==> src/rtl/ring_bridge_drain_arbiter_if.sv <==
// Bus between the connect-router bridge buffers, the global-ring register stage
// and the drain arbiter that shares the ring output slot among them.
interface ring_bridge_drain_arbiter_if #(
   parameter int NREQ   = 4,
   parameter int CTRL_W = 8
);
   logic [CTRL_W-1:0]      ring_in;
   logic                   en;
   logic [3*NREQ-1:0]      buf_size;
   logic [CTRL_W*NREQ-1:0] buf_head;
   logic [NREQ-1:0]        pop;
   logic [CTRL_W-1:0]      ring_out;
   logic [2:0]             grant_id;
   logic                   grant_vld;
   logic                   starve_evt;

   modport master (
      output ring_in, en, buf_size, buf_head,
      input  pop, ring_out, grant_id, grant_vld, starve_evt
   );

   modport slave (
      input  ring_in, en, buf_size, buf_head,
      output pop, ring_out, grant_id, grant_vld, starve_evt
   );
endinterface

==> src/rtl/ring_bridge_drain_arbiter.sv <==
// Drains at most one bridge-buffer head flit per cycle into a free global-ring slot,
// round-robin with an urgent override for full (size 7) or starved requesters.
module ring_bridge_drain_arbiter #(
   parameter int NREQ       = 4,
   parameter int STARVE_LIM = 6,
   parameter int CTRL_W     = 8,
   parameter int VALID_F    = 7
) (
   input logic                          clk,
   input logic                          rst,
   ring_bridge_drain_arbiter_if.slave   bus
);
   localparam logic [3:0] LIM    = 4'(STARVE_LIM);
   localparam logic [3:0] LIM_M1 = 4'(STARVE_LIM - 1);
   localparam logic [3:0] NREQ_W = 4'(NREQ);
   localparam logic [2:0] LAST   = 3'(NREQ - 1);

   logic [CTRL_W-1:0] r_ring_out;
   logic [2:0]        r_grant_id;
   logic [2:0]        r_rr_ptr;
   logic              r_grant_vld;
   logic              r_starve_evt;
   logic [3:0]        r_wait [NREQ];

   logic [7:0]        w_req;
   logic [7:0]        w_urg;
   logic [CTRL_W-1:0] w_head [8];
   logic [2:0]        w_sz;
   logic [3:0]        w_sum;
   logic [2:0]        w_idx;
   logic [2:0]        w_urg_sel;
   logic [2:0]        w_req_sel;
   logic              w_urg_hit;
   logic              w_req_hit;
   logic [2:0]        w_sel;
   logic [2:0]        w_next_ptr;
   logic              w_grant;
   logic              w_starve;
   logic [NREQ-1:0]   w_pop;
   logic [3:0]        w_wait_nxt [NREQ];

   // Unpack per-requester size/head; derive request and urgency flags.
   always_comb begin
      w_req = 8'h00;
      w_urg = 8'h00;
      w_sz  = 3'd0;
      for (int i = 0; i < 8; i++) begin
         w_head[i] = {CTRL_W{1'b0}};
      end
      for (int i = 0; i < NREQ; i++) begin
         w_sz      = bus.buf_size[3*i +: 3];
         w_head[i] = bus.buf_head[CTRL_W*i +: CTRL_W];
         w_req[i]  = (w_sz != 3'd0);
         w_urg[i]  = w_req[i] && ((w_sz == 3'd7) || (r_wait[i] >= LIM));
      end
   end

   // Cyclic search from rr_ptr; walking backwards lets the nearest hit win last.
   always_comb begin
      w_urg_hit = 1'b0;
      w_req_hit = 1'b0;
      w_urg_sel = 3'd0;
      w_req_sel = 3'd0;
      w_sum     = 4'd0;
      w_idx     = 3'd0;
      for (int k = NREQ - 1; k >= 0; k--) begin
         w_sum     = {1'b0, r_rr_ptr} + 4'(k);
         w_idx     = (w_sum >= NREQ_W) ? 3'(w_sum - NREQ_W) : w_sum[2:0];
         w_urg_sel = w_urg[w_idx] ? w_idx : w_urg_sel;
         w_req_sel = w_req[w_idx] ? w_idx : w_req_sel;
         w_urg_hit = w_urg_hit | w_urg[w_idx];
         w_req_hit = w_req_hit | w_req[w_idx];
      end
   end

   // Grant qualification, one-hot pop and next wait-counter values.
   always_comb begin
      w_sel      = w_urg_hit ? w_urg_sel : w_req_sel;
      w_grant    = bus.en && !rst && !bus.ring_in[VALID_F] && w_req_hit;
      w_next_ptr = (w_sel == LAST) ? 3'd0 : (w_sel + 3'd1);
      w_starve   = 1'b0;
      for (int i = 0; i < NREQ; i++) begin
         w_pop[i]      = w_grant && (w_sel == 3'(i));
         w_wait_nxt[i] = (!w_req[i] || w_pop[i]) ? 4'd0 :
                         ((r_wait[i] == 4'd15) ? 4'd15 : (r_wait[i] + 4'd1));
         w_starve      = w_starve | (w_req[i] && !w_pop[i] && (r_wait[i] == LIM_M1));
      end
   end

   // Ring register stage, grant reporting, round-robin pointer and wait counters.
   always_ff @(posedge clk or posedge rst) begin
      if (rst) begin
         r_ring_out   <= {CTRL_W{1'b0}};
         r_grant_id   <= 3'd0;
         r_grant_vld  <= 1'b0;
         r_starve_evt <= 1'b0;
         r_rr_ptr     <= 3'd0;
         for (int i = 0; i < NREQ; i++) begin
            r_wait[i] <= 4'd0;
         end
      end else begin
         if (w_grant) begin
            r_ring_out  <= w_head[w_sel];
            r_grant_id  <= w_sel;
            r_grant_vld <= 1'b1;
            r_rr_ptr    <= w_next_ptr;
         end else begin
            r_ring_out  <= bus.ring_in;
            r_grant_vld <= 1'b0;
         end
         r_starve_evt <= w_starve;
         for (int i = 0; i < NREQ; i++) begin
            r_wait[i] <= w_wait_nxt[i];
         end
      end
   end

   assign bus.pop        = w_pop;
   assign bus.ring_out   = r_ring_out;
   assign bus.grant_id   = r_grant_id;
   assign bus.grant_vld  = r_grant_vld;
   assign bus.starve_evt = r_starve_evt;
endmodule

==> src/flat_wrapper.sv <==
// flat-port wrapper written by rule: the top's interface ports become plain ports
module ring_bridge_drain_arbiter_flat 
#(
   parameter int NREQ       = 4,
   parameter int STARVE_LIM = 6,
   parameter int CTRL_W     = 8,
   parameter int VALID_F    = 7
)
  (clk, rst, bus_ring_in, bus_en, bus_buf_size, bus_buf_head, bus_pop, bus_ring_out, bus_grant_id, bus_grant_vld, bus_starve_evt);
  ring_bridge_drain_arbiter_if #(.NREQ(NREQ), .CTRL_W(CTRL_W)) bus_i ();
  input logic clk;
  input logic rst;
  input wire logic [$bits(bus_i.ring_in)-1:0] bus_ring_in;
  input wire logic [$bits(bus_i.en)-1:0] bus_en;
  input wire logic [$bits(bus_i.buf_size)-1:0] bus_buf_size;
  input wire logic [$bits(bus_i.buf_head)-1:0] bus_buf_head;
  output wire logic [$bits(bus_i.pop)-1:0] bus_pop;
  output wire logic [$bits(bus_i.ring_out)-1:0] bus_ring_out;
  output wire logic [$bits(bus_i.grant_id)-1:0] bus_grant_id;
  output wire logic [$bits(bus_i.grant_vld)-1:0] bus_grant_vld;
  output wire logic [$bits(bus_i.starve_evt)-1:0] bus_starve_evt;
  assign bus_i.ring_in = bus_ring_in;
  assign bus_i.en = bus_en;
  assign bus_i.buf_size = bus_buf_size;
  assign bus_i.buf_head = bus_buf_head;
  assign bus_pop = bus_i.pop;
  assign bus_ring_out = bus_i.ring_out;
  assign bus_grant_id = bus_i.grant_id;
  assign bus_grant_vld = bus_i.grant_vld;
  assign bus_starve_evt = bus_i.starve_evt;
  ring_bridge_drain_arbiter #(.NREQ(NREQ), .STARVE_LIM(STARVE_LIM), .CTRL_W(CTRL_W), .VALID_F(VALID_F)) u_core (.clk(clk), .rst(rst), .bus(bus_i));
endmodule
==> config.mk <==
export PLATFORM = sky130hd
export DESIGN_NAME = ring_bridge_drain_arbiter_flat
export DESIGN_NICKNAME = d
export VERILOG_FILES = /design/src/rtl/ring_bridge_drain_arbiter_if.sv /design/src/rtl/ring_bridge_drain_arbiter.sv /design/src/flat_wrapper.sv
export SDC_FILE = /design/constraint.sdc
export NUM_CORES = 1
export LEC_CHECK = 0
export ABC_AREA = 1
export CAP_MARGIN = 30
export CORE_ASPECT_RATIO = 1.1
export CORE_UTILIZATION = 25
export CTS_CLUSTER_SIZE = 25
export DETAILED_ROUTE_END_ITERATION = 8
export PLACE_DENSITY = 0.51
export SYNTH_ARGS = -nofsm -noshare
export SYNTH_HDL_FRONTEND = slang
export SYNTH_SLANG_ARGS = --single-unit
==> constraint.sdc <==
create_clock -name clk -period 3.2 [get_ports clk]
set_input_delay 0.48 -clock clk [delete_from_list [all_inputs] [get_ports clk]]
set_output_delay 0.48 -clock clk [all_outputs]
set_load 0.02 [all_outputs]
==> flow_summary.toml <==
[run_status]
outcome = "finished clean"

[worst_hold_path]
hp-class = "flip-flop to flip-flop"

[floorplanning]
die_h_um = 111
ios = 72
initial_utilization_pct = 26.0
rows = 39
core_area_um2 = 10500
die-area_um2 = 11300
dieWidth_um = 102

[placed_design]
dp_hpwl_um = 6210
place_congestion = 0.853
io_buffers = 71
placed_cells = 636

[critical_path]
critPathArrivalTime_ns = 2.60
start_kind = "input port"
critPathMaxFanout = 4
endpoint_kind = "output pin"
critPathKind = "input port to output pin"
required_ns = 2.72
r2r_setup_slack_ns = 0.56

[drt]
drc = 0
vias = 2840
drtAntennaViolNets = 0
routed_via_density = 4.41
first_iter_violations = 89
first_pass_iters = 4
wirelength_um = 7600
routedWlPerCell_um = 11.8

[sta]
setup_viol = 0
max_freq_mhz = 325
maxSlewHeadroom_pct = 67.8
maxSlewViolCount = 0
hold_viol_final = 0
fin_crit_ns = 3.08
fin_skew_ns = 0.00615
final.setup.tns_ns = 0
rsz0062_at_grt = "yes"
finalCritPeriodShare_pct = 96.1
worst_slew_pin_slew_ns = 0.483

[yosys]
syn_inst = 393
ys_warn_count = 0
syn_nets = 466
syn_area_um2 = 2720
ys_types = 34
avgSynthCellArea_um2 = 6.93
yosysSeqAreaShare_pct = 29.4
synth_edf_count = 0
synth_async_sr_flop_share_pct = 100
synth_ff_type = "dfrtp_1"
ys_ff_latch = 32

[clock_network]
cts.path.max_buffers = 2
clock_sinks = 32
clkTransAtPathRegs_ns = 0.06
tritoncts.num_buffers = 5
htree_levels = 2
clock-root-buffer = "clkbuf_16"
cts_tree = "built"
cts_hold_buf = 0
worstSkewPairLatency_ns = 0.28

[pwr]
ir_worst_vdd_v = 0.000576
power.density_nw_per_um2 = 1280
leakagePower_nw = 2.04
power_mw = 5.20

[grt]
grt_max_degree = 33
grt_first_pass_wirelength_um = 12800
antenna_found_initial = 0
grt_pass1_vias = 2878
grt_overflow = 0
grt_use_total_pct = 14.1

[finish]
drive_above_1_share_pct = 22.6
antennaDiodeCount = 0
stdcell_count = 644
area_growth_pct = 48.9
nFillCells = 1127
finalNetCount = 573

[run]
maxCapViolations = 0
area by class of cell:
class                      instances  area, um^2  share of cell area (%)
clock buffer                       5         125                    3.09
clock inverter                     3        23.8                   0.586
sequential                        32         801                    19.7
tap                              143         179                    4.41
timing repair buffer             109         988                    24.4
inverter                          65         246                    6.08
multi-input combinational        287        1690                    41.7
where the power goes:
| group | total [mW] | switching (mW) | internal (mW) |
|---|---|---|---|
| logic | 4.03 | 2.36 | 1.68 |
| registers | 0.686 | 0.115 | 0.571 |
| clock network | 0.476 | 0.187 | 0.289 |
layout by cell type (no fill, tap or decap), types with 2 or more instances in the layout:
| cell type | count |
|---|---|
| nor2_1 | 31 |
| buf_4 | 41 |
| a21oi_1 | 10 |
| nand3_4 | 3 |
| inv_2 | 6 |
| nand2_4 | 3 |
| nor2_2 | 7 |
| o21ai_2 | 3 |
| dfrtp_1 | 32 |
| nor3_1 | 2 |
| nand3b_1 | 4 |
| dlymetal6s2s_1 | 2 |
| clkbuf_16 | 5 |
| clkdlybuf4s50_1 | 65 |
| o21ai_0 | 5 |
| nand2_2 | 17 |
| nor2_4 | 2 |
| inv_1 | 57 |
| o31ai_1 | 2 |
| nand3_1 | 50 |
| clkinvlp_4 | 2 |
| a211oi_1 | 5 |
| o21ai_4 | 2 |
| nand4_1 | 3 |
| nand3_2 | 15 |
| ha_1 | 17 |
| o21ai_1 | 8 |
| nand2_1 | 92 |
repair_timing:
item                                    in CTS  in global routing
resized for setup                           20                 26
hold endpoints to repair                     0                  0
endpoints found under the setup margin       4                  4
buffers inserted                             0                  0
pin swaps                                    1                  7
layer usage:
layer	up-vias	global-route usage (%)	wire, um
met5	-	0	0
met4	0	5.02	172
met3	14	4.08	538
met2	81	24.6	3660
met1	1284	16.2	3230
li1	1461	-	-
per-stage QoR:
stage,util [%],worst slack [ns],hold slack (ns),cell area (um^2)
after global routing,38.7,-0.0354,0.525,4060
after global placement,36.4,-0.387,0.483,3810
after detailed placement,36.4,-0.404,0.484,3810
after CTS,37.9,-0.0299,0.493,3970
final,38.7,0.124,0.490,4060
after floorplan,-,0.341,0.476,2720
registers in the layout, indices dropped and copies added, names as in the netlist:
name,count
u_core.r_rr_ptr,3
u_core.r_wait,16
u_core.bus.grant_vld,1
u_core.bus.ring_out,8
u_core.bus.starve_evt,1
u_core.bus.grant_id,3
cell usage after synthesis (2+ instances only):
cell type / instances / area (um^2)
inv_1: 57 / 214
nand3_2: 7 / 70.1
ha_1: 18 / 225
a21oi_1: 10 / 50.1
nor2_4: 2 / 22.5
dfrtp_1: 32 / 801
o21ai_2: 3 / 26.3
nand3_1: 59 / 295
buf_2: 3 / 15.0
nand2_2: 13 / 81.3
buf_6: 3 / 33.8
o31ai_1: 2 / 15.0
inv_2: 6 / 22.5
nand3b_1: 4 / 30.0
nor2_1: 35 / 131
nand4_1: 3 / 18.8
nand3_4: 2 / 35.0
nor2_2: 3 / 18.8
nand2_4: 2 / 22.5
nor3_1: 2 / 10.0
buf_4: 2 / 15.0
o21ai_0: 6 / 30.0
a211oi_1: 5 / 37.5
o21ai_1: 8 / 40.0
nand2_1: 97 / 364
kinds of logic after synthesis:
family | count (synthesis) | share of synthesized area (%)
buffers and inverters | 74 | 12.1
DFF | 32 | 29.4
and+or+nand+nor | 232 | 41.7
AOI/OAI and AO/OA | 37 | 8.46
adders and majority gates | 18 | 8.27
worst max-delay path, stage by stage:
cell and delay (ns):
clkdlybuf4s50_1 0.44, nor2_2 0.15, nand2_2 0.11, nand3_2 0.11, nand2_2 0.10, nand2_1 0.09, nand2_1 0.08, nor2_2 0.16
nand3_4 0.12, nand2_4 0.09, nor2_2 0.05, nor2_4 0.10, ha_2 0.18, inv_1 0.05, nor2_1 0.12, buf_4 0.16
final timing paths:
kind | startpoint | to | cells after the start
setup / recovery | bus_buf_size[2] | bus_pop[0] | 16
hold / removal | u_core.bus.grant_id[2] | u_core.bus.grant_id[2] | 2
setup reg to reg | u_core.r_wait[8] | u_core.bus.starve_evt | 19
hold reg to reg | u_core.bus.grant_id[2] | u_core.bus.grant_id[2] | 2
max in group asynchronous | rst | u_core.r_wait[8] | 3
min in group asynchronous | rst | u_core.r_wait[12] | 3
No activity file was read; power rests on OpenSTA's default activity.
